**src/rtl/alu_issuer.sv**
```systemverilog
// alu_issuer: buffers ALU commands in a small FIFO and issues them one at a time
// over the cs/rdy handshake. Optional stuck-operation watchdog: define ALU_ISSUER_WDOG_EN.
//
// Handshakes: a command moves when cmd_valid && cmd_ready on a rising edge; a result
// is held (res_valid=1, fields constant) until res_valid && res_ready on a rising edge.
// ALU side: alu_cs high until the ALU drops alu_rdy, result taken when alu_rdy rises.

module alu_issuer #(
  parameter int DEPTH   = 4,
  parameter int TIMEOUT = 64
) (
  input  logic        clk,
  input  logic        rst_n,
  input  logic        cmd_valid,
  output logic        cmd_ready,
  input  logic [15:0] cmd_a,
  input  logic [15:0] cmd_b,
  input  logic [2:0]  cmd_op,
  output logic [15:0] alu_a,
  output logic [15:0] alu_b,
  output logic [2:0]  alu_op,
  output logic        alu_cs,
  input  logic [15:0] alu_out,
  input  logic        alu_cout,
  input  logic        alu_rdy,
  output logic        res_valid,
  input  logic        res_ready,
  output logic [15:0] res_data,
  output logic        res_cout,
  output logic [2:0]  res_op,
  output logic        res_err,
  output logic        busy,
  output logic [1:0]  dbg_state
);

  localparam int AW = (DEPTH > 1) ? $clog2(DEPTH) : 1;
  localparam logic [AW:0] FULL_CNT = (AW+1)'(DEPTH);
  localparam logic [2:0]  OP_UNSUPPORTED = 3'd3;

  if (DEPTH < 2 || (DEPTH & (DEPTH - 1)) != 0) begin : g_bad_depth
    $error("alu_issuer: DEPTH must be a power of two >= 2");
  end
  if (TIMEOUT < 2) begin : g_bad_timeout
    $error("alu_issuer: TIMEOUT must be >= 2");
  end

  typedef enum logic [1:0] {
    S_IDLE  = 2'd0,
    S_ISSUE = 2'd1,
    S_BUSY  = 2'd2,
    S_DONE  = 2'd3
  } state_e;

  typedef struct packed {
    logic [15:0] a;
    logic [15:0] b;
    logic [2:0]  op;
  } cmd_t;

  cmd_t          mem_q [DEPTH];
  logic [AW-1:0] wr_ptr_q, wr_ptr_d;
  logic [AW-1:0] rd_ptr_q, rd_ptr_d;
  logic [AW:0]   count_q, count_d;
  cmd_t          head;
  logic          fifo_empty, fifo_full, push, pop;

  state_e        state_q, state_d;
  logic [15:0]   alu_a_q, alu_a_d, alu_b_q, alu_b_d;
  logic [2:0]    alu_op_q, alu_op_d;
  logic          alu_cs_q, alu_cs_d;
  logic          res_valid_q, res_valid_d;
  logic [15:0]   res_data_q, res_data_d;
  logic          res_cout_q, res_cout_d;
  logic [2:0]    res_op_q, res_op_d;
  logic          res_err_q, res_err_d;

`ifdef ALU_ISSUER_WDOG_EN
  localparam int WW = $clog2(TIMEOUT) + 1;
  localparam logic [WW-1:0] WD_LIMIT = WW'(TIMEOUT);
  logic [WW-1:0] wdog_q, wdog_d;
`endif

  assign fifo_empty = (count_q == '0);
  assign fifo_full  = (count_q == FULL_CNT);
  assign head       = mem_q[rd_ptr_q];
  assign push       = cmd_valid && !fifo_full;

  // FIFO bookkeeping; pointers wrap naturally because DEPTH is a power of two.
  always_comb begin
    wr_ptr_d = wr_ptr_q;
    rd_ptr_d = rd_ptr_q;
    count_d  = count_q;
    if (push) wr_ptr_d = wr_ptr_q + AW'(1);
    if (pop)  rd_ptr_d = rd_ptr_q + AW'(1);
    case ({push, pop})
      2'b10:   count_d = count_q + (AW+1)'(1);
      2'b01:   count_d = count_q - (AW+1)'(1);
      default: count_d = count_q;
    endcase
  end

  always_comb begin
    pop         = 1'b0;
    state_d     = state_q;
    alu_a_d     = alu_a_q;
    alu_b_d     = alu_b_q;
    alu_op_d    = alu_op_q;
    alu_cs_d    = alu_cs_q;
    res_valid_d = res_valid_q;
    res_data_d  = res_data_q;
    res_cout_d  = res_cout_q;
    res_op_d    = res_op_q;
    res_err_d   = res_err_q;
    case (state_q)
      S_IDLE: begin
        if (!fifo_empty && alu_rdy) begin
          pop      = 1'b1;
          alu_a_d  = head.a;
          alu_b_d  = head.b;
          alu_op_d = head.op;
          // The ALU has no op 3: answer with an error locally, never touching cs.
          if (head.op == OP_UNSUPPORTED) begin
            res_data_d  = '0;
            res_cout_d  = 1'b0;
            res_op_d    = head.op;
            res_err_d   = 1'b1;
            res_valid_d = 1'b1;
            state_d     = S_DONE;
          end else begin
            alu_cs_d = 1'b1;
            state_d  = S_ISSUE;
          end
        end
      end
      S_ISSUE: begin
        if (!alu_rdy) begin
          alu_cs_d = 1'b0;
          state_d  = S_BUSY;
        end
      end
      S_BUSY: begin
        if (alu_rdy) begin
          res_data_d  = alu_out;
          res_cout_d  = alu_cout;
          res_op_d    = alu_op_q;
          res_err_d   = 1'b0;
          res_valid_d = 1'b1;
          state_d     = S_DONE;
        end
      end
      S_DONE: begin
        if (res_ready) begin
          res_valid_d = 1'b0;
          state_d     = S_IDLE;
        end
      end
      default: state_d = S_IDLE;
    endcase

`ifdef ALU_ISSUER_WDOG_EN
    wdog_d = wdog_q;
    if (pop) begin
      wdog_d = '0;
    end else if (state_q == S_ISSUE || state_q == S_BUSY) begin
      wdog_d = wdog_q + WW'(1);
      // A real handshake on the same edge wins over the timeout.
      if (state_d == state_q && wdog_d == WD_LIMIT) begin
        alu_cs_d    = 1'b0;
        res_data_d  = '0;
        res_cout_d  = 1'b0;
        res_op_d    = alu_op_q;
        res_err_d   = 1'b1;
        res_valid_d = 1'b1;
        state_d     = S_DONE;
      end
    end
`endif
  end

  always_ff @(posedge clk) begin
    if (push) mem_q[wr_ptr_q] <= {cmd_a, cmd_b, cmd_op};
  end

  always_ff @(posedge clk or negedge rst_n) begin
    if (!rst_n) begin
      wr_ptr_q    <= '0;
      rd_ptr_q    <= '0;
      count_q     <= '0;
      state_q     <= S_IDLE;
      alu_a_q     <= '0;
      alu_b_q     <= '0;
      alu_op_q    <= '0;
      alu_cs_q    <= 1'b0;
      res_valid_q <= 1'b0;
      res_data_q  <= '0;
      res_cout_q  <= 1'b0;
      res_op_q    <= '0;
      res_err_q   <= 1'b0;
`ifdef ALU_ISSUER_WDOG_EN
      wdog_q      <= '0;
`endif
    end else begin
      wr_ptr_q    <= wr_ptr_d;
      rd_ptr_q    <= rd_ptr_d;
      count_q     <= count_d;
      state_q     <= state_d;
      alu_a_q     <= alu_a_d;
      alu_b_q     <= alu_b_d;
      alu_op_q    <= alu_op_d;
      alu_cs_q    <= alu_cs_d;
      res_valid_q <= res_valid_d;
      res_data_q  <= res_data_d;
      res_cout_q  <= res_cout_d;
      res_op_q    <= res_op_d;
      res_err_q   <= res_err_d;
`ifdef ALU_ISSUER_WDOG_EN
      wdog_q      <= wdog_d;
`endif
    end
  end

  assign cmd_ready = !fifo_full;
  assign alu_a     = alu_a_q;
  assign alu_b     = alu_b_q;
  assign alu_op    = alu_op_q;
  assign alu_cs    = alu_cs_q;
  assign res_valid = res_valid_q;
  assign res_data  = res_data_q;
  assign res_cout  = res_cout_q;
  assign res_op    = res_op_q;
  assign res_err   = res_err_q;
  assign busy      = (state_q != S_IDLE) || !fifo_empty;
  assign dbg_state = state_q;

endmodule

```
**config.mk**
```make
export PLATFORM = sky130hd
export DESIGN_NAME = alu_issuer
export DESIGN_NICKNAME = d
export VERILOG_FILES = /design/src/rtl/alu_issuer.sv
export SDC_FILE = /design/constraint.sdc
export NUM_CORES = 1
export LEC_CHECK = 0
export CAP_MARGIN = 5
export CORE_MARGIN = 1.5
export CORE_UTILIZATION = 45
export DETAILED_ROUTE_END_ITERATION = 6
export MAX_ROUTING_LAYER = met4
export PLACE_DENSITY = 0.71
export SLEW_MARGIN = 30
export SYNTH_ARGS = -nofsm -noshare
export SYNTH_HDL_FRONTEND = slang
export SYNTH_SLANG_ARGS = --single-unit
export TNS_END_PERCENT = 30
```
**constraint.sdc**
```tcl
create_clock -name clk -period 2.5 [get_ports clk]
set_clock_uncertainty 0.15 [all_clocks]
set_input_delay 0.25 -clock clk [delete_from_list [all_inputs] [get_ports clk]]
set_output_delay 0.25 -clock clk [all_outputs]
set_load 0.02 [all_outputs]
```
==> qor.yml, run 1 <==
routing:
  wire_per_inst_microns: 18.64
  ant_nets: 0
  via_per_inst: 5.139
  wl_microns: 14840
  vias: 4091
  dr.pass1.iters: 4
  drc_errors: 0
  drt_iter0_drc: 216
critical_path:
  reg2reg_slack_ns: 0.19
  r2r-start: "rd_ptr_q[0]"
  arrival_ns: 1.93
  cp_max_fo: 4
  timing.rr.end: "res_data[13]"
  path_class: "reg2out"
  worstRegToRegCells: 5
  critPathCaptureType: "output port"
  crit_path_start_kind: "flip-flop"
  cp.required_ns: 2.10
synthesis:
  syn_inst: 419
  syn-num-nets: 487
  yosysWarnings: 0
  synth_area_sq_mm: 0.008013
  ys_seq_area_frac: 0.7339
  syn_avg_cell_area_sq_um: 19.12
  synth_seq_cells: 207
  ys_types: 33
global_routing:
  top_usage_layer: "met2"
  grt_pass1_wl_microns: 23270
  overflow: 0
  grt_use_total: 0.1704
  use_met1: 0.2160
  grt_pass1_vias: 4390
  antenna_found_initial: 0
  grt_use_met3: 0.03579
  met2_usage: 0.2820
  grt_max_degree: 50
clock_network:
  cts.sinks: 207
  clkTransAtPathRegs_ns: 0.06
  h-tree-depth: 1
  cts_made_buffers: 22
  root_buffer: "clkbuf_16"
  clockBufferDepth: 3
  post_cts_resized: 0
  worstSkewPairLatency_ns: 0.49
  cts_tree: "yes"
power_and_ir_drop:
  peakVddDrop_v: 0.0007978
  p_leak_nw: 3.740
  power_density_mw_per_mm2: 1265
floorplan:
  die_y_microns: 136.4
  die_x_microns: 136.4
  num_rows: 48
  coreArea_sq_mm: 0.01736
  die-area_sq_mm: 0.01862
  pin_count: 119
  start_util: 0.4616
finish:
  finalNetCount: 625
  drive_above_1_share: 0.2277
  layout_common_cells: "edfxtp_1, clkdlybuf4s50_1, dfrtp_1"
  final_common_cell: "edfxtp_1"
  stdcell_count: 796
  design_area_sq_mm: 0.01027
  n_fill_cell: 1291
  antenna_cells: 0
  area_growth_pct: 28.17
worst_hold_path:
  holdPathEnd: "res_data[2]"
  hp-start: "alu_out[2]"
  hold_path_depth: 3
  min_path_type: "in2reg"
sta:
  setup_violations: 0
  max_freq_mhz: 428.8
  slew_viol_final: 0
  fin_setup_tns_ns: 0
  hold_viol: 0
  max_slew_margin: 0.5287
  worst_slew_pin_slew_ns: 0.7069
  post-route-min-period_ns: 2.332
  whs_ns: 0.1642
  period_share: 0.9327
  rsz0062_at_grt: "no"
outcome:
  outcome: "completed"
placed_design:
  place_inst: 757
  gp_congestion: 0.7608
  placed_area_sq_mm: 0.009545
  post-dp-hpwl_microns: 9143
  port_buffers: 118
run:
  cap_violations: 0
worst max-delay path by stage:
stage,from,end,slack (ns)
floorplan,dbg_state[0],count_q[2],0.15
global placement,alu_rdy,count_q[2],0.16
detailed placement,alu_rdy,res_cout,0.1
CTS,dbg_state[0],busy,0.13
global route,count_q[1],count_q[2],0.05
finish,dbg_state[0],busy,0.17
Yosys cell counts:
cell type  count  area share
o211a_1        1      0.0012
and4b_1        1      0.0012
nand3b_1       1     0.00094
buf_4          1     0.00094
and3b_1        1      0.0011
a2bb2oi_1      1      0.0011
dfrtp_1       67        0.21
edfxtp_1     140        0.52
nor2_1         5      0.0023
mux4_2        35       0.098
o2111a_1       1      0.0014
buf_1          1     0.00047
xnor2_1        3      0.0033
mux2_4         2      0.0037
mux2_2        39       0.055
o21ba_2        1      0.0012
mux2i_1       21       0.026
o31a_1         1      0.0011
xor2_1         3      0.0033
nand2b_1       1     0.00078
buf_6          2      0.0028
o221ai_1       1      0.0011
and2_1         1     0.00078
nand2_1       26       0.012
buf_2          4      0.0025
o21ai_0        3      0.0019
clkbuf_1       9      0.0042
fa_1           1      0.0025
ha_1          10       0.016
a31o_1         1      0.0011
and3_1         4      0.0031
a21oi_1        1     0.00062
inv_1         30       0.014
per-stage QoR:
stage	utilization	total power [mW]	worst slack (ns)
6_report	0.5917	12.99	0.1682
2_1_floorplan	-	8.083	0.1488
4_1_cts	0.5917	13.20	0.1326
3_5_place_dp	0.5500	10.00	0.09724
3_3_place_gp	0.5500	9.828	0.1612
5_1_grt	0.5917	13.70	0.04744
cell type report:
class	count	area, sq um	area share
sequential	207	5883	0.5729
multi-input combinational	165	1937	0.1886
timing repair buffer	131	1341	0.1306
clock buffer	27	610.6	0.05945
tap	225	281.5	0.02741
inverter	30	112.6	0.01096
clock inverter	11	103.9	0.01011
registers in the layout, indices dropped and copies added, names as in the netlist:
name	count
dbg_state	2
alu_cs	1
mem_q	140
res_cout	1
alu_a	16
res_op	3
alu_op	3
res_data	16
count_q	3
wr_ptr_q	2
res_err	1
alu_b	16
rd_ptr_q	2
res_valid	1
metal layers:
| metal | wire (microns) | vias up | part of all wire |
|---|---|---|---|
| li1 | - | 1853 | - |
| met1 | 6525 | 2093 | 0.44 |
| met2 | 7280 | 121 | 0.49 |
| met3 | 721 | 24 | 0.049 |
| met4 | 312 | 0 | 0.021 |
| met5 | 0 | - | 0 |
critical path, cell delays in order (launching register included):
cell,delay (ns)
dfrtp_1,0.40
inv_1,0.11
ha_1,0.24
nand3b_1,0.09
clkdlybuf4s50_1,0.60
logic make-up (layout without fill, tap and decap cells):
group,count (synthesis),count (layout),share of synthesized area
compound gates,11,11,0.01077
simple gates,40,40,0.02249
fa+ha+maj,11,11,0.01811
mux,97,97,0.1832
flops,207,207,0.7339
buf+inv,47,199,0.02498
xor+xnor,6,6,0.006560
where the power goes:
part	switching [mW]	internal [mW]	leakage, nW	total [mW]
Sequential	0.440	4.74	2.10	5.18
Clock	1.22	1.93	0.353	3.15
Combinational	2.29	2.37	1.29	4.66
Total	3.95	9.04	3.74	13.0
repair_timing:
action                    in CTS  in global routing
hold buffers                   1                  0
hold endpoints to repair      48                  0
setup buffers                  0                  0
No activity file was read; power rests on OpenSTA's default activity.
==> inputs of run 2 (changes only) <==
--- a/config.mk
+++ b/config.mk
@@ -7,11 +7,10 @@
 export LEC_CHECK = 0
 export CAP_MARGIN = 5
 export CORE_MARGIN = 1.5
-export CORE_UTILIZATION = 45
+export CORE_UTILIZATION = 40
 export DETAILED_ROUTE_END_ITERATION = 6
 export MAX_ROUTING_LAYER = met4
-export PLACE_DENSITY = 0.71
-export SLEW_MARGIN = 30
+export SLEW_MARGIN = 20
 export SYNTH_ARGS = -nofsm -noshare
 export SYNTH_HDL_FRONTEND = slang
 export SYNTH_SLANG_ARGS = --single-unit
==> run 2 against run 1 <==
Against the previous run:
- critical path depth rose by 6
- sequential share of layout area fell by 0.32 points
- final area rose by 0.56%
- die area rose by 12%
- first-iteration DRC count fell by 14%
- via count barely moved
- combinational power rose by 0.9%
- total power fell by 0.58%
- sequential power barely moved
- clock power fell by 4%
- wire length rose by 5.3%
- critical path type is now reg2reg
- largest cell class unchanged
- highest routed layer unchanged
==> qor.yml, run 2 (same netlist as run 1, synthesis figures left out) <==
routing:
  via_per_inst: 4.862
  drt_iter0_drc: 186
  wl_microns: 15630
  wire_per_inst_microns: 18.58
  drc_errors: 0
  vias: 4089
  dr.pass1.iters: 4
  ant_nets: 0
floorplan:
  pin_count: 119
  die_y_microns: 144.5
  start_util: 0.4104
  num_rows: 51
  die-area_sq_mm: 0.02089
  die_x_microns: 144.5
  coreArea_sq_mm: 0.01953
clock_network:
  cts.sinks: 207
  h-tree-depth: 1
  clockBufferDepth: 3
  root_buffer: "clkbuf_16"
  worstSkewPairLatency_ns: 0.50
  cts_made_buffers: 22
  cts_setup_buffers: 0
  cts_tree: "yes"
  clkTransAtPathRegs_ns: 0.06
sta:
  hold_viol: 0
  period_share: 0.9000
  max_slew_margin: 0.5820
  worst_slew_pin_slew_ns: 0.6269
  max_freq_mhz: 444.5
  fin_setup_tns_ns: 0
  post-route-min-period_ns: 2.250
  slew_viol_final: 0
  rsz0062_at_grt: "no"
  setup_violations: 0
critical_path:
  critPathCaptureType: "flip-flop"
  path_class: "reg2reg"
  cp_max_fo: 6
  reg2reg_slack_ns: 0.25
  r2r-start: "count_q[0]"
  arrival_ns: 2.51
  crit_path_start_kind: "flip-flop"
  cp.required_ns: 2.76
  startpoint: "count_q[0]"
  worstRegToRegCells: 10
  timing.rr.end: "count_q[2]"
power_and_ir_drop:
  combPwrFrac: 0.364
  p_switching_mw: 4.020
  seqPwrFrac: 0.401
  p_leak_nw: 3.738
  power_mw: 12.92
  swShare: 0.3112
  peakVddDrop_v: 0.0007044
  intPower_mw: 8.896
  power_density_mw_per_mm2: 1251
  clock_power_share: 0.235
global_routing:
  grt_use_total: 0.1579
  top_usage_layer: "met2"
  grt_max_degree: 40
  use_met1: 0.2018
  met2_usage: 0.2591
  overflow: 0
  grt_pass1_vias: 4404
  antenna_found_initial: 1
  grt_pass1_wl_microns: 24120
  grt_use_met3: 0.03245
worst_hold_path:
  hold_path_depth: 3
  min_path_type: "in2reg"
  hp-start: "alu_out[12]"
  holdPathEnd: "res_data[12]"
outcome:
  outcome: "completed"
finish:
  finalNetCount: 627
  area_growth_pct: 28.89
  stdcell_count: 841
  final_common_cell: "edfxtp_1"
  largest-register: "mem_q"
  layout_common_cells: "edfxtp_1, clkdlybuf4s50_1, dfrtp_1"
  n_fill_cell: 1633
  largest_register_ff_count: 140
  drive_above_1_share: 0.2243
placed_design:
  place_inst: 799
  post-dp-hpwl_microns: 9552
  gp_congestion: 0.7109
  port_buffers: 118
run:
  cap_violations: 0
==> run 2: cell type report <==
cell class | count | area (sq um) | area share
diodes | 1 | 2.502 | 0.0002423
multi-input cells | 165 | 1937 | 0.1875
clock buffers | 27 | 579.3 | 0.05609
repair buffers | 133 | 1384 | 0.1340
well taps | 265 | 331.6 | 0.03211
inverters | 30 | 112.6 | 0.01090
flip-flops and latches | 207 | 5883 | 0.5697
clock inverters | 13 | 97.59 | 0.009450
==> run 2: timing repair <==
| action | in CTS | in global routing |
|---|---|---|
| hold buffers | 1 | 0 |
| resized for setup | 0 | 1 |
| setup endpoints to repair | 0 | 1 |
| endpoints found under the hold margin | 38 | 0 |
==> run 2: metrics by stage <==
| stage | hold slack, ns | utilization | instance area (sq um) | setup slack, ns |
|---|---|---|---|---|
| floorplan | -0.1956 | - | 8014 | 0.1488 |
| global placement | 0.1669 | 0.4935 | 9635 | 0.1584 |
| detailed placement | 0.1744 | 0.4935 | 9635 | 0.1025 |
| CTS | 0.1405 | 0.5286 | 10320 | 0.08357 |
| global route | 0.1649 | 0.5289 | 10330 | 0.06126 |
| finish | 0.1649 | 0.5289 | 10330 | 0.2501 |
==> run 2: how the worst max path moves through the flow <==
stage / end / cells past startpoint
6_report: count_q[2] / 10
5_1_grt: count_q[2] / 10
4_1_cts: busy / 4
3_5_place_dp: count_q[2] / 10
3_3_place_gp: count_q[2] / 10
2_1_floorplan: count_q[2] / 11
==> run 2: layer usage <==
layer | wire (microns) | up-vias | share of wire
met5 | 0 | - | 0
met1 | 6881 | 2069 | 0.44
met4 | 360 | 0 | 0.023
met2 | 7500 | 129 | 0.48
met3 | 884 | 22 | 0.057
li1 | - | 1869 | -
==> run 2: critical path, cell delays in order, from the launching register on <==
cell,delay [ns]
dfrtp_1,0.42
nor2_1,0.14
nand2_1,0.15
and2_1,0.23
inv_1,0.07
ha_1,0.18
inv_1,0.06
fa_1,0.37
xor2_1,0.15
nor2_1,0.11
xor2_1,0.15
==> run 2: power by group through the flow <==
stage                     clock (mW)  combinational [mW]  sequential [mW]
final                           3.03                4.70             5.18
after global routing            3.25                5.10             5.30
after CTS                       3.12                4.82             5.21
after detailed placement           0                4.79             5.26
after global placement             0                4.74             5.21
after floorplan                    0                2.33             5.75
